<file path="config.mk">
export PLATFORM = sky130hd
export DESIGN_NAME = i2c_codec_target
export DESIGN_NICKNAME = d
export VERILOG_FILES = /design/src/rtl/i2c_pkg.sv /design/src/rtl/i2c_line_sync.sv /design/src/rtl/i2c_codec_target.sv
export SDC_FILE = /design/constraint.sdc
export NUM_CORES = 1
export LEC_CHECK = 0
export BUFFER_PORTS_ARGS = -buffer_cell sky130_fd_sc_hd__buf_2
export CAP_MARGIN = 20
export CORE_MARGIN = 2
export CORE_UTILIZATION = 50
export DETAILED_ROUTE_END_ITERATION = 16
export PLACE_DENSITY = 0.78
export SLEW_MARGIN = 20
export SYNTH_ARGS = -nofsm -noshare
export SYNTH_HDL_FRONTEND = slang
export SYNTH_SLANG_ARGS = --single-unit
</file>
<file path="constraint.sdc">
create_clock -name i_clk -period 1.63 [get_ports i_clk]
set_clock_uncertainty 0.05 [all_clocks]
set_input_delay 0 -clock i_clk [delete_from_list [all_inputs] [get_ports i_clk]]
set_output_delay 0 -clock i_clk [all_outputs]
set_load 0.05 [all_outputs]
</file>
<file path="src/rtl/i2c_pkg.sv">
// Shared types and constants for the WM8731-style I2C control target.
// Optional shadow register file is enabled by defining I2C_TARGET_SHADOW_EN.
package i2c_pkg;

  typedef enum logic [2:0] {
    IDLE      = 3'd0,
    DEV       = 3'd1,
    ACK_DEV   = 3'd2,
    B1        = 3'd3,
    ACK1      = 3'd4,
    B2        = 3'd5,
    ACK2      = 3'd6,
    WAIT_STOP = 3'd7
  } i2c_state_e;

  localparam logic [6:0] I2C_DEV_ADDR_DEFAULT = 7'h1A;
  localparam int unsigned SHADOW_DEPTH = 16;

  // Codec control register map
  localparam logic [6:0] I2C_REG_LLINVOL = 7'h00;
  localparam logic [6:0] I2C_REG_RLINVOL = 7'h01;
  localparam logic [6:0] I2C_REG_LHPOUT  = 7'h02;
  localparam logic [6:0] I2C_REG_RHPOUT  = 7'h03;
  localparam logic [6:0] I2C_REG_APANA   = 7'h04;
  localparam logic [6:0] I2C_REG_DPATH   = 7'h05;
  localparam logic [6:0] I2C_REG_PWR     = 7'h06;
  localparam logic [6:0] I2C_REG_DAIF    = 7'h07;
  localparam logic [6:0] I2C_REG_SRATE   = 7'h08;
  localparam logic [6:0] I2C_REG_ACTIVE  = 7'h09;
  localparam logic [6:0] I2C_REG_RESET   = 7'h0F;

  function automatic logic is_shadow_addr(input logic [6:0] addr);
    return (addr < 7'd16);
  endfunction

endpackage

</file>
<file path="src/rtl/i2c_line_sync.sv">
// Two-flop synchronizers for SCL/SDA plus edge, START and STOP detection
// on the synchronized lines.
module i2c_line_sync
  import i2c_pkg::*;
(
  input  logic i_clk,
  input  logic i_rst_n,
  input  logic i_scl,
  input  logic i_sda,
  output logic o_sda,
  output logic o_scl_rise,
  output logic o_scl_fall,
  output logic o_start,
  output logic o_stop
);

  logic scl_meta_q, scl_meta_d;
  logic scl_sync_q, scl_sync_d;
  logic scl_prev_q, scl_prev_d;
  logic sda_meta_q, sda_meta_d;
  logic sda_sync_q, sda_sync_d;
  logic sda_prev_q, sda_prev_d;

  // Next-state for synchronizer and history stages
  always_comb begin
    scl_meta_d = i_scl;
    scl_sync_d = scl_meta_q;
    scl_prev_d = scl_sync_q;
    sda_meta_d = i_sda;
    sda_sync_d = sda_meta_q;
    sda_prev_d = sda_sync_q;
  end

  // Idle bus is high, so the stages reset to 1 to avoid a false edge
  always_ff @(posedge i_clk or negedge i_rst_n) begin
    if (!i_rst_n) begin
      scl_meta_q <= 1'b1;
      scl_sync_q <= 1'b1;
      scl_prev_q <= 1'b1;
      sda_meta_q <= 1'b1;
      sda_sync_q <= 1'b1;
      sda_prev_q <= 1'b1;
    end else begin
      scl_meta_q <= scl_meta_d;
      scl_sync_q <= scl_sync_d;
      scl_prev_q <= scl_prev_d;
      sda_meta_q <= sda_meta_d;
      sda_sync_q <= sda_sync_d;
      sda_prev_q <= sda_prev_d;
    end
  end

  assign o_sda      = sda_sync_q;
  assign o_scl_rise = scl_sync_q & ~scl_prev_q;
  assign o_scl_fall = ~scl_sync_q & scl_prev_q;
  // SCL must be high on both samples so a data change near an SCL edge is not mistaken
  assign o_start    = scl_sync_q & scl_prev_q & sda_prev_q & ~sda_sync_q;
  assign o_stop     = scl_sync_q & scl_prev_q & ~sda_prev_q & sda_sync_q;

endmodule

</file>
<file path="src/rtl/i2c_codec_target.sv">
// Write-only I2C target for codec control: device byte, then a 7-bit register
// address and 9-bit data. Shadow registers exist only with I2C_TARGET_SHADOW_EN.
module i2c_codec_target
  import i2c_pkg::*;
#(
  parameter logic [6:0] DEV_ADDR = I2C_DEV_ADDR_DEFAULT
) (
  input  logic       i_clk,
  input  logic       i_rst_n,
  input  logic       i_scl,
  input  logic       i_sda,
  output logic       o_sda_oe,
  output logic       o_reg_we,
  output logic [6:0] o_reg_addr,
  output logic [8:0] o_reg_data,
  output logic       o_busy,
  output logic       o_err,
  input  logic [3:0] i_rd_addr,
  output logic [8:0] o_rd_data
);

  logic sda_s, scl_rise_s, scl_fall_s, start_s, stop_s;

  i2c_line_sync u_line_sync (
    .i_clk      (i_clk),
    .i_rst_n    (i_rst_n),
    .i_scl      (i_scl),
    .i_sda      (i_sda),
    .o_sda      (sda_s),
    .o_scl_rise (scl_rise_s),
    .o_scl_fall (scl_fall_s),
    .o_start    (start_s),
    .o_stop     (stop_s)
  );

  i2c_state_e state_q, state_d;
  logic [2:0] bit_cnt_q, bit_cnt_d;
  logic [7:0] shift_q, shift_d;
  logic [7:0] b1_q, b1_d;
  logic       byte_done_q, byte_done_d;
  logic       post_ack2_q, post_ack2_d;
  logic       sda_oe_q, sda_oe_d;
  logic       reg_we_q, reg_we_d;
  logic [6:0] reg_addr_q, reg_addr_d;
  logic [8:0] reg_data_q, reg_data_d;
  logic       busy_q, busy_d;
  logic       err_q, err_d;

  // Frame FSM: STOP and START take priority over bit-level activity
  always_comb begin
    state_d     = state_q;
    bit_cnt_d   = bit_cnt_q;
    shift_d     = shift_q;
    b1_d        = b1_q;
    byte_done_d = byte_done_q;
    post_ack2_d = post_ack2_q;
    sda_oe_d    = sda_oe_q;
    reg_we_d    = 1'b0;
    reg_addr_d  = reg_addr_q;
    reg_data_d  = reg_data_q;
    busy_d      = busy_q;
    err_d       = 1'b0;

    if (stop_s) begin
      state_d     = IDLE;
      sda_oe_d    = 1'b0;
      busy_d      = 1'b0;
      byte_done_d = 1'b0;
      post_ack2_d = 1'b0;
      case (state_q)
        DEV, ACK_DEV, B1, ACK1: err_d = 1'b1;
        B2:                     err_d = ~post_ack2_q;
        default:                err_d = 1'b0;
      endcase
    end else if (start_s) begin
      state_d     = DEV;
      bit_cnt_d   = 3'd0;
      byte_done_d = 1'b0;
      post_ack2_d = 1'b0;
      sda_oe_d    = 1'b0;
      busy_d      = 1'b1;
    end else begin
      case (state_q)
        DEV, B1, B2: begin
          if (scl_rise_s && !byte_done_q) begin
            shift_d     = {shift_q[6:0], sda_s};
            bit_cnt_d   = bit_cnt_q + 3'd1;
            byte_done_d = (bit_cnt_q == 3'd7);
          end else if (scl_fall_s && byte_done_q) begin
            byte_done_d = 1'b0;
            bit_cnt_d   = 3'd0;
            if (state_q == DEV) begin
              if (shift_q == {DEV_ADDR, 1'b0}) begin
                sda_oe_d = 1'b1;
                state_d  = ACK_DEV;
              end else begin
                err_d   = 1'b1;
                state_d = WAIT_STOP;
              end
            end else if (state_q == B1) begin
              b1_d     = shift_q;
              sda_oe_d = 1'b1;
              state_d  = ACK1;
            end else if (post_ack2_q) begin
              // Any byte beyond the data byte is refused
              err_d   = 1'b1;
              state_d = WAIT_STOP;
            end else begin
              sda_oe_d   = 1'b1;
              reg_we_d   = 1'b1;
              reg_addr_d = b1_q[7:1];
              reg_data_d = {b1_q[0], shift_q};
              state_d    = ACK2;
            end
          end else begin
            state_d = state_q;
          end
        end
        ACK_DEV, ACK1, ACK2: begin
          if (scl_fall_s) begin
            sda_oe_d    = 1'b0;
            post_ack2_d = post_ack2_q | (state_q == ACK2);
            state_d     = (state_q == ACK_DEV) ? B1 : B2;
          end else begin
            state_d = state_q;
          end
        end
        default: state_d = state_q;
      endcase
    end
  end

  // Async reset also drops the SDA pull-down mid-slot
  always_ff @(posedge i_clk or negedge i_rst_n) begin
    if (!i_rst_n) begin
      state_q     <= IDLE;
      bit_cnt_q   <= 3'd0;
      shift_q     <= 8'd0;
      b1_q        <= 8'd0;
      byte_done_q <= 1'b0;
      post_ack2_q <= 1'b0;
      sda_oe_q    <= 1'b0;
      reg_we_q    <= 1'b0;
      reg_addr_q  <= 7'd0;
      reg_data_q  <= 9'd0;
      busy_q      <= 1'b0;
      err_q       <= 1'b0;
    end else begin
      state_q     <= state_d;
      bit_cnt_q   <= bit_cnt_d;
      shift_q     <= shift_d;
      b1_q        <= b1_d;
      byte_done_q <= byte_done_d;
      post_ack2_q <= post_ack2_d;
      sda_oe_q    <= sda_oe_d;
      reg_we_q    <= reg_we_d;
      reg_addr_q  <= reg_addr_d;
      reg_data_q  <= reg_data_d;
      busy_q      <= busy_d;
      err_q       <= err_d;
    end
  end

  assign o_sda_oe   = sda_oe_q;
  assign o_reg_we   = reg_we_q;
  assign o_reg_addr = reg_addr_q;
  assign o_reg_data = reg_data_q;
  assign o_busy     = busy_q;
  assign o_err      = err_q;

`ifdef I2C_TARGET_SHADOW_EN
  logic [8:0] shadow_q [SHADOW_DEPTH];
  logic [8:0] shadow_d [SHADOW_DEPTH];

  // Writing the codec reset register wipes the whole shadow copy
  always_comb begin
    shadow_d = shadow_q;
    if (reg_we_q) begin
      if (reg_addr_q == I2C_REG_RESET) begin
        for (int i = 0; i < SHADOW_DEPTH; i++) begin
          shadow_d[i] = 9'd0;
        end
      end else if (is_shadow_addr(reg_addr_q)) begin
        shadow_d[reg_addr_q[3:0]] = reg_data_q;
      end else begin
        shadow_d = shadow_q;
      end
    end else begin
      shadow_d = shadow_q;
    end
  end

  // Shadow register storage
  always_ff @(posedge i_clk or negedge i_rst_n) begin
    if (!i_rst_n) begin
      for (int i = 0; i < SHADOW_DEPTH; i++) begin
        shadow_q[i] <= 9'd0;
      end
    end else begin
      shadow_q <= shadow_d;
    end
  end

  assign o_rd_data = shadow_q[i_rd_addr];
`else
  logic unused_rd_addr_s;
  assign unused_rd_addr_s = ^i_rd_addr;
  assign o_rd_data        = 9'd0;
`endif

endmodule

</file>
* After elaboration in Yosys (flattened, before gate mapping)
Index checks and enable logic that the tools add are counted.
Widths: inputs -> output; s select.
** Cells by class
- $add $sub $neg :: 1
- Equality and inequality tests :: 13
- Mux-type cells :: 54
- Bitwise gates (word level) :: 18
- Reductions and logical operators :: 22
** Operator list (count)
- $mux 1 :: 38
- $mux 3 :: 12
- $eq 3x3->1 const B :: 4
- $ne 4x4->1 const B :: 3
- $reduce_bool 3->1 :: 4
- $not 1->1 :: 10
- $eq 8x6->1 const B :: 1
- $reduce_and 4->1 :: 2
- $reduce_and 8->1 :: 1
- $reduce_bool 4->1 :: 2
- $and 1x1->1 :: 7
- $reduce_and 7->1 :: 1
- $eq 3x2->1 const B :: 2
- $ne 6x6->1 const B :: 1
- $pmux 3 s2 :: 1
- $reduce_and 6->1 :: 1
- $reduce_or 3->1 :: 2
- $ne 5x5->1 const B :: 1
- $pmux 1 s2 :: 2
- $reduce_and 2->1 :: 2
- $reduce_bool 2->1 :: 2
- $reduce_or 4->1 :: 1
- $add 3x1->3 const B :: 1
- $eq 3x1->1 const B :: 1
- 5 further kinds :: 6
** Storage, ports and cells
- Register bits after elaboration :: 50
- Input bits :: 8
- Output and inout port bits :: 29
- Word-level logic and storage cells :: 126

* Longest topological paths before layout
Gate-level depths: netlist of the first run.
- Depth in word-level cells :: 8
- Mapped depth :: 6
- Gate-level depth less buffers :: 4

* Modules after synthesis
From an unflattened synthesis of the first run, not the netlist that was laid out.
** Second synthesis, totals
- Cell total of the unflattened synthesis :: 160
- Area, all modules :: 2175.8 sq um
** Modules (own cells, without submodules)
- i2c_codec_target :: instances 1, cells an instance 150, area each 1985.7 sq um, sequential area each 1101.1 sq um
- i2c_line_sync :: instances 1, cells an instance 10, area each 190.2 sq um, sequential area each 157.7 sq um

* Least setup slack after synthesis of the first run
OpenSTA, ideal clock, no wires.
- Path kind :: register to register
- Start :: reg u_line_sync.scl_prev_q
- End :: reg reg_addr_q[6] (netlist: o_reg_addr[6])
- Library setup time :: 125 ps
- Arrival :: 1596 ps
- Required time :: 1455 ps
- Path slack :: -141 ps
- Stages on the path, launching flop included :: 6
- Path buffers :: 2
- Period minus slack after synthesis :: 1771 ps
- Cells stage by stage :: dfstp_2 > nand4b_4 > or3_1 > buf_6 > buf_12 > mux2_4
** Between the ends
- Word-level cells in the longest chain between the ends :: 5
- Elaborated cells between the ends (all ways) :: 14
- Those cells by class :: bitwise (11); reduce/logical (3)
** Ends and longest elaborated chain
- start, declared :: RTL line i2c_line_sync.sv:19 : logic scl_prev_q, scl_prev_d;
- start signal, assigned :: RTL line i2c_line_sync.sv:46 : scl_prev_q <= scl_prev_d;
- $and 1x1->1 or $not 1->1 (tied branches) :: RTL line i2c_line_sync.sv:57, i2c_line_sync.sv:58, i2c_line_sync.sv:54
- $and 1x1->1 (on tied branches) :: RTL line i2c_line_sync.sv:57, i2c_line_sync.sv:54, i2c_line_sync.sv:58
- $and 1x1->1 (tied with other cells) :: RTL line i2c_line_sync.sv:57 : assign o_start = scl_sync_q & scl_prev_q & sda_prev_q & ~sda_sync_q;
- $not 1->1 (no line)
- $reduce_and 8->1 (no line) (*)
- end signal, assigned :: RTL line i2c_codec_target.sv:157 : reg_addr_q <= reg_addr_d;
- end, declared :: RTL line i2c_codec_target.sv:44 : logic [6:0] reg_addr_q, reg_addr_d;
Every way passes the cells marked *; elsewhere a longest branch is shown, timed or not.
A chain may end at the register's enable or synchronous reset.

* Final worst setup path of the first run
- Start :: reg u_line_sync.scl_prev_q
- End :: reg reg_data_q[5] (netlist: o_reg_data[5])
** Between the ends
- Word-level cells in the longest chain between the ends :: 5
- Elaborated cells between the ends (all ways) :: 14
- Those cells by class :: bitwise (11); reduce/logical (3)
** Ends and longest elaborated chain
- $and 1x1->1 or $not 1->1 (tied branches) :: RTL line i2c_line_sync.sv:57, i2c_line_sync.sv:58, i2c_line_sync.sv:54
- $and 1x1->1 (on tied branches) :: RTL line i2c_line_sync.sv:57, i2c_line_sync.sv:54, i2c_line_sync.sv:58
- $and 1x1->1 (tied with other cells) :: RTL line i2c_line_sync.sv:57
- $not 1->1 (no line)
- $reduce_and 8->1 (no line) (*)
- end signal, assigned :: RTL line i2c_codec_target.sv:158 : reg_data_q <= reg_data_d;
- end, declared :: RTL line i2c_codec_target.sv:45 : logic [8:0] reg_data_q, reg_data_d;
Marks and branches as above.

==> results of run 1 <==
[sequential cells by signal (all words and copies together) (netlist names), 3 cells and up]
register	count
shift_q	8
state_q	3
bit_cnt_q	3
o_reg_data	9
o_reg_addr	7
b1_q	8
[cell families (layout without fill, tap and decap cells)]
logic type      Yosys count  in the layout  share of synthesized area, %
flops                    50             50                         57.82
compound gates           20             20                         6.380
simple gates             55             55                         13.45
other cells               1              9                        0.1722
xor+xnor                  1              1                        0.4024
buf+inv                  19             61                         6.149
mux                      25             25                         14.48
fa+ha+maj                 2              2                         1.149
[per-layer routing]
| layer | GRT usage, % | wire [um] |
|---|---|---|
| met1 | 20.62 | 1682 |
| met2 | 26.46 | 1940 |
| met3 | 3.896 | 170 |
| met4 | 7.906 | 94 |
| met5 | 0 | 0 |
[cells in the final DEF, fill, tap and decap left out, drive strengths merged, types with 2 or more instances in the layout]
cell type	netlist	routed
a211oi	2	2
a21oi	5	5
a22o	2	2
buf	15	47
clkbuf	0	5
conb	1	9
dfrtp	44	44
dfstp	6	6
dlygate4sd3	0	3
ha	2	2
inv	4	4
mux2	25	25
nand2	31	31
nand2b	3	3
nand3	2	2
nand4b	3	3
nor2	4	4
nor3	2	2
o21ai	2	2
or3	3	3
[worst paths after layout]
check,start,endpoint,slack [ns]
worst max-delay path,u_line_sync.scl_prev_q,o_reg_data[5],-0.01
worst min-delay path,i_rst_n,o_reg_addr[6],0.11
worst max register to register,u_line_sync.scl_prev_q,o_reg_data[5],-0.01
worst min register to register,u_line_sync.sda_meta_q,u_line_sync.o_sda,0.31
max in group asynchronous,i_rst_n,u_line_sync.o_sda,0.83
min in group i_clk,i_scl,u_line_sync.scl_meta_q,0.28
[what timing repair did]
action                     CTS  global route
setup endpoints to repair   16            29
hold endpoints to repair    46             0
hold buffers                 3             0
pin swaps                    1             2
gates resized for setup      1            11
[power groups by stage]
stage          Combinational, mW  Clock, mW  Sequential, mW
2_1_floorplan              0.538          0            1.58
6_report                   0.981      0.855            1.54
3_5_place_dp               0.908          0            1.56
3_3_place_gp               0.891          0            1.55
4_1_cts                    0.920      0.886            1.54
5_1_grt                     1.08      0.925            1.56
[area by class of cell]
cell class / instances / area [sq um] / area share, %
well taps: 50 / 62.56 / 2.353
inverters: 4 / 15.01 / 0.5647
flip-flops and latches: 50 / 1259 / 47.34
clock buffers: 5 / 68.82 / 2.588
multi-input cells: 112 / 853.3 / 32.09
repair buffers: 50 / 361.6 / 13.60
clock inverters: 2 / 38.79 / 1.459
[metrics by stage]
stage | cells | setup TNS [ns] | hold slack [ns] | total power, mW
floorplan | 181 | -0.9181 | -0.3456 | 2.114
global placement | 263 | 0 | -0.07852 | 2.441
detailed placement | 263 | -0.2451 | -0.07791 | 2.467
CTS | 273 | -0.007241 | 0.1106 | 3.344
global route | 273 | -0.7645 | 0.1425 | 3.571
finish | 273 | -0.02278 | 0.1079 | 3.377
[critical path: cells and delay by family (launching register included)]
family	cells	cell delay, ns
and+or+nand+nor	2	0.44
buffers and inverters	1	0.17
muxes	1	0.30
DFF	1	0.57
==> results.toml, run 1 <==
[status]
outcome = "finished, violations left"
violations = "negative setup slack"

[cts]
h-tree-depth = 2
cts_tree = "done"
clock_latency_ns = 0.31
cts_setup_buffers = 0
cts_root_buf = "clkbuf_8"
cts_sinks = 50
path_clk_slew_ns = 0.09
ctsLongestPathBuffers = 2
numCtsBuffers = 5

[synth]
synth_edf_count = 0
synthCells = 173
ys_seq_area_share_pct = 57.82
syn_area_sq_um = 2177
synth_commonest_cells = "dfrtp_1 (44), nand2_1 (31), mux2_2 (16)"
yosysWarnings = 0
ys_async_sr_fraction_pct = 100.0
syn-mean-instance-area_sq_um = 12.58
synth_area_leaders = "dfrtp_1 (51%), mux2_2 (8.3%), dfstp_2 (7.2%), mux2_4 (6.2%), nand2_1 (5.3%)"
synthFlopType = "dfrtp_1"
yosys.area.top_type = "dfrtp_1"
synth.most_common_cell = "dfrtp_1"
synthDistinctLibCells = 41
synth_seq_cells = 50
synth_top_area_share_pct = 50.57

[setup_path]
reg2regPathDepth = 4
cp-start-kind = "flop"
cp_max_fo = 17
crit_chain = "nand4b_4 -> or3_4 -> buf_12 -> mux2_4"
cp.arrival_ns = 1.79
slowest_stage = "dfstp_2"
max_stage_delay_ns = 0.57
endpoint_kind = "flop"
required_ns = 1.78
critPathKind = "reg2reg"

[pwr]
clock_power_share_pct = 25.3
combPwrFrac_pct = 29.0
p_seq_share_pct = 45.6
vdd_drop_max_v = 0.0007795
p_sw_mw = 1.084
internal_power_mw = 2.293
switching_share_pct = 32.10
power_per_cell_area_nw_per_um2 = 1270
p_leak_nw = 1.437

[floorplan]
rows = 23
coreArea_sq_um = 4086
start_util_pct = 53.28
io_pins = 37
die_h_um = 69.99
die-width_um = 69.99
die-area_sq_um = 4898

[grt]
grt_max_degree = 32
grt.total_usage_pct = 16.36
grt_pass1_vias = 1392
overflow = 0
grt_pass1_wl_um = 6265
grt_antenna_before_repair = 0

[sta]
period_minus_slack_ns = 1.642
drv_slew = 0
setup_viol = 4
setup_ws_ns = -0.01215
finalHoldViolations = 0
rsz0062_at_grt = "true"
fmax_mhz = 609.0
fin_crit_sh_pct = 100.7

[placement]
place_congestion = 0.8656
dpl.hpwl_um = 2758
io_buffers = 23
placed_cell_area_sq_um = 2471
pre_cts_slack_ns = -0.02794

[finish]
final_area_sq_um = 2659
num-fill-cells = 305
area_growth_pct = 22.13
final_nets = 233
n_antenna_cell = 0
fin_util_pct = 65.06
drive_above_1_share_pct = 43.50

[routing]
dr.pass1.iters = 4
remaining_drc_errors = 0
vias = 1411
routedWlPerCell_um = 14.24
wl_um = 3888
viasPerCell = 5.168
ant_nets = 0
drt_iter0_drc = 100

[min_path]
min_path_type = "in2async"

[flow_run]
maxCapViolCount = 0
Note: power is estimated with default switching activity, not from simulation.
==> inputs of run 2 (changes only) <==
--- a/config.mk
+++ b/config.mk
@@ -8,9 +8,9 @@
 export BUFFER_PORTS_ARGS = -buffer_cell sky130_fd_sc_hd__buf_2
 export CAP_MARGIN = 20
 export CORE_MARGIN = 2
-export CORE_UTILIZATION = 50
+export CORE_UTILIZATION = 45
 export DETAILED_ROUTE_END_ITERATION = 16
-export PLACE_DENSITY = 0.78
+export PLACE_DENSITY = 0.72
 export SLEW_MARGIN = 20
 export SYNTH_ARGS = -nofsm -noshare
 export SYNTH_HDL_FRONTEND = slang
==> constraint.sdc (replaced) <==
create_clock -name i_clk -period 1.5 [get_ports i_clk]
set_clock_uncertainty 0.05 [all_clocks]
set_input_delay 0 -clock i_clk [delete_from_list [all_inputs] [get_ports i_clk]]
set_output_delay 0 -clock i_clk [all_outputs]
set_load 0.05 [all_outputs]
==> results.toml, run 2 (same netlist as run 1, synthesis figures left out) <==
[status]
outcome = "finished, violations left"
violations = "negative setup slack"

[setup_path]
critPathKind = "reg2reg"
required_ns = 1.64
endpoint_kind = "flop"
cp_max_fo = 17
cp.arrival_ns = 1.78
cp-start-kind = "flop"

[sta]
fin_setup_tns_ns = -2.737
fmax_mhz = 612.7
setup_ws_ns = -0.1322
setup_viol = 35
fin_crit_sh_pct = 108.8
finalHoldViolations = 0
period_minus_slack_ns = 1.632
rsz0062_at_grt = "true"
drv_slew = 0

[routing]
remaining_drc_errors = 0
viasPerCell = 4.993
dr.pass1.iters = 4
wl_um = 3884
vias = 1418
ant_nets = 0
routedWlPerCell_um = 13.68
drt_iter0_drc = 95

[grt]
overflow = 0
grt_antenna_before_repair = 0
grt_max_degree = 34
grt_pass1_vias = 1333
grt.total_usage_pct = 15.44
grt_pass1_wl_um = 6285

[placement]
place_congestion = 0.8229
dpl.cell_count = 271
pre_cts_slack_ns = -0.1804
dpl.hpwl_um = 2665
io_buffers = 23

[finish]
n_antenna_cell = 0
drive_above_1_share_pct = 53.04
area_growth_pct = 29.83
num-fill-cells = 370
final_common_cell = "dfrtp_1"
largest_reg_flops = 9
layout.cells.non_filler = 284
layout_common_cells = "dfrtp_1 (43), buf_2 (23), buf_4 (23)"
final_nets = 239

[cts]
path_clk_slew_ns = 0.09
cts_sinks = 50
cts_root_buf = "clkbuf_8"
cts_tree = "done"
ctsLongestPathBuffers = 2
h-tree-depth = 2
clock_latency_ns = 0.31
numCtsBuffers = 5

[floorplan]
io_pins = 37
die-width_um = 73.56
rows = 25
coreArea_sq_um = 4692
start_util_pct = 46.40
die-area_sq_um = 5410
die_h_um = 73.56

[min_path]
min_path_type = "in2async"

[pwr]
power_per_cell_area_nw_per_um2 = 1380
p_leak_nw = 1.532
vdd_drop_max_v = 0.0006964

[flow_run]
maxCapViolCount = 0
==> run 2: per-stage QoR <==
step	util, %	hold WS [ns]	cell area, sq um	power, mW
floorplan	-	-0.3456	2228	2.324
global placement	54.00	-0.09484	2534	2.719
detailed placement	54.00	-0.09312	2534	2.750
CTS	58.08	0.1096	2725	3.799
global route	60.24	0.1257	2826	4.120
finish	60.24	0.1016	2826	3.901
==> run 2: routing by layer <==
metal  wire length [um]  track usage (%)  part of all wire, %
met5                  0                0                    0
met2               1887            22.62                   49
met3                125            4.115                  3.2
met4                 75            6.061                  1.9
met1               1795            21.83                   46
==> run 2: critical path, cell delays in order, from the launching register on <==
cell and delay [ns]:
dfstp_2 0.57, nand4b_4 0.09, or3_4 0.35, buf_12 0.17, mux2_4 0.29
==> run 2: final cells by class <==
class	instances	area [sq um]	area share, %
flip-flops and latches	50	1260	44.58
multi-input cells	112	939.7	33.24
clock inverters	2	38.79	1.372
repair buffers	56	422.9	14.96
clock buffers	6	82.58	2.922
well taps	54	67.56	2.390
inverters	4	15.01	0.5312
==> run 2: final timing paths <==
| kind | end | slack [ns] | start | cells after the start |
|---|---|---|---|---|
| max | o_reg_data[0] | -0.13 | u_line_sync.scl_prev_q | 4 |
| min | o_reg_addr[4] | 0.10 | i_rst_n | 2 |
| max reg2reg | o_reg_data[0] | -0.13 | u_line_sync.scl_prev_q | 4 |
| min reg2reg | u_line_sync.scl_prev_d | 0.31 | u_line_sync.scl_meta_q | 0 |
| max in group asynchronous | u_line_sync.sda_prev_q | 0.72 | i_rst_n | 3 |
| min in group i_clk | u_line_sync.scl_meta_q | 0.29 | i_scl | 2 |
==> run 2: where the power goes <==
| part | internal (mW) | switching (mW) | leakage, nW |
|---|---|---|---|
| Combinational | 0.537 | 0.670 | 0.810 |
| Sequential | 1.54 | 0.162 | 0.661 |
| Clock | 0.548 | 0.443 | 0.0618 |
| Total | 2.63 | 1.27 | 1.53 |
==> run 2: repair_timing <==
item	4_1_cts	5_1_grt
gates resized for setup	7	25
hold buffers	3	0
setup endpoints to repair	30	42
pin swaps	4	19
buffers inserted	1	1
hold endpoints to repair	46	0
==> inputs of run 3 (changes only) <==
--- a/config.mk
+++ b/config.mk
@@ -10,6 +10,7 @@
 export CORE_MARGIN = 2
 export CORE_UTILIZATION = 45
 export DETAILED_ROUTE_END_ITERATION = 16
+export GPL_TIMING_DRIVEN = 0
 export PLACE_DENSITY = 0.72
 export SLEW_MARGIN = 20
 export SYNTH_ARGS = -nofsm -noshare
==> results.toml, run 3 (same netlist as run 1, synthesis figures left out) <==
[status]
outcome = "finished, violations left"
violations = "negative setup slack"

[sta]
fin_setup_tns_ns = -4.124
timing.hold.ws_ns = 0.1890
finalHoldViolations = 0
drv_slew = 0
fin_crit_sh_pct = 111.5
worst_pin_slew_ns = 0.6115
setup_ws_ns = -0.1725
setup_viol = 41
fmax_mhz = 597.9
relSlewSlack_pct = 59.23
period_minus_slack_ns = 1.673
rsz0062_at_grt = "true"

[finish]
n_antenna_cell = 0
final_area_sq_um = 2721
fin_util_pct = 58.00
regArea_sq_um = 1259
area_growth_pct = 25.00
layout_common_cells = "dfrtp_1 (44), nand2_1 (30), buf_2 (23)"
drive_above_1_share_pct = 44.80
final_nets = 230
largest_reg_flops = 9
num-fill-cells = 386
layout.cells.non_filler = 275
final_common_cell = "dfrtp_1"
multiInputGateArea_sq_um = 910.9

[grt]
grt_antenna_before_repair = 0
grt.total_usage_pct = 15.71
grt_pass1_wl_um = 6417
grt_max_degree = 51
grt_pass1_vias = 1354
overflow = 0

[pwr]
p_leak_nw = 1.454
power_mw = 3.728
vdd_drop_max_v = 0.0007747
power_per_cell_area_nw_per_um2 = 1370

[cts]
ctsLongestPathBuffers = 2
path_clk_slew_ns = 0.10
cts_sinks = 50
numCtsBuffers = 5
cts_tree = "done"
cts_root_buf = "clkbuf_8"
h-tree-depth = 2
clock_latency_ns = 0.31

[setup_path]
cp_max_fo = 10
cp-start-kind = "flop"
required_ns = 1.65
endpoint_kind = "flop"
critPathKind = "reg2reg"
cp.arrival_ns = 1.82

[placement]
placed_cell_area_sq_um = 2411
place_congestion = 0.8892
dpl.hpwl_um = 2499
io_buffers = 23
dpl.cell_count = 258
pre_cts_slack_ns = -0.3573

[routing]
dr.pass1.iters = 4
vias = 1420
viasPerCell = 5.164
remaining_drc_errors = 0
routedWlPerCell_um = 14.12
ant_nets = 0
drt_iter0_drc = 129
wl_um = 3882

[flow_run]
maxCapViolCount = 0

[floorplan]
start_util_pct = 46.40
coreArea_sq_um = 4692
io_pins = 37
die_h_um = 73.56
die-area_sq_um = 5410
rows = 25
die-width_um = 73.56

[min_path]
min_path_type = "in2async"
[run 3: cell type report]
class | count | share of cell area, %
Sequential cell | 50 | 46.25
Buffer | 14 | 4.368
Clock buffer | 6 | 3.034
Multi-Input combinational cell | 112 | 33.47
Timing Repair Buffer | 33 | 8.414
Tap cell | 54 | 2.483
Inverter | 4 | 0.5517
Clock inverter | 2 | 1.425
[run 3: critical path, cell delays in order (launching register included)]
cell and delay [ns]:
dfstp_2 0.57, nand4b_4 0.10, or3_4 0.38, buf_12 0.17, mux2_4 0.30
[run 3: timing repair]
action | CTS | global route
hold endpoints to repair | 46 | 0
hold buffers | 3 | 0
setup buffers | 4 | 3
gates resized for setup | 8 | 8
pin swaps | 5 | 5
endpoints found under the setup margin | 34 | 43
[run 3: per-layer routing]
metal  GRT usage [%]  wire length [um]
met2           25.00              1928
met1           20.29              1737
met4           6.667                89
met3           4.115               126
met5               0                 0
[run 3: path summary, 6_finish.rpt]
kind                                        start                     end  slack, ns  cells past startpoint
min reg2reg                u_line_sync.sda_meta_q       u_line_sync.o_sda       0.31                      0
min                                       i_rst_n           o_reg_addr[5]       0.19                      2
max in group asynchronous                 i_rst_n                 b1_q[0]       0.79                      2
max                        u_line_sync.scl_prev_q           o_reg_data[3]      -0.17                      4
max reg2reg                u_line_sync.scl_prev_q           o_reg_data[3]      -0.17                      4
min in group i_clk                          i_sda  u_line_sync.sda_meta_q       0.29                      2
[run 3: report_power, final]
group          switching, mW  internal (mW)  leakage, nW
sequential             0.197           1.54        0.662
combinational          0.564          0.414        0.730
clock                  0.467          0.549       0.0618
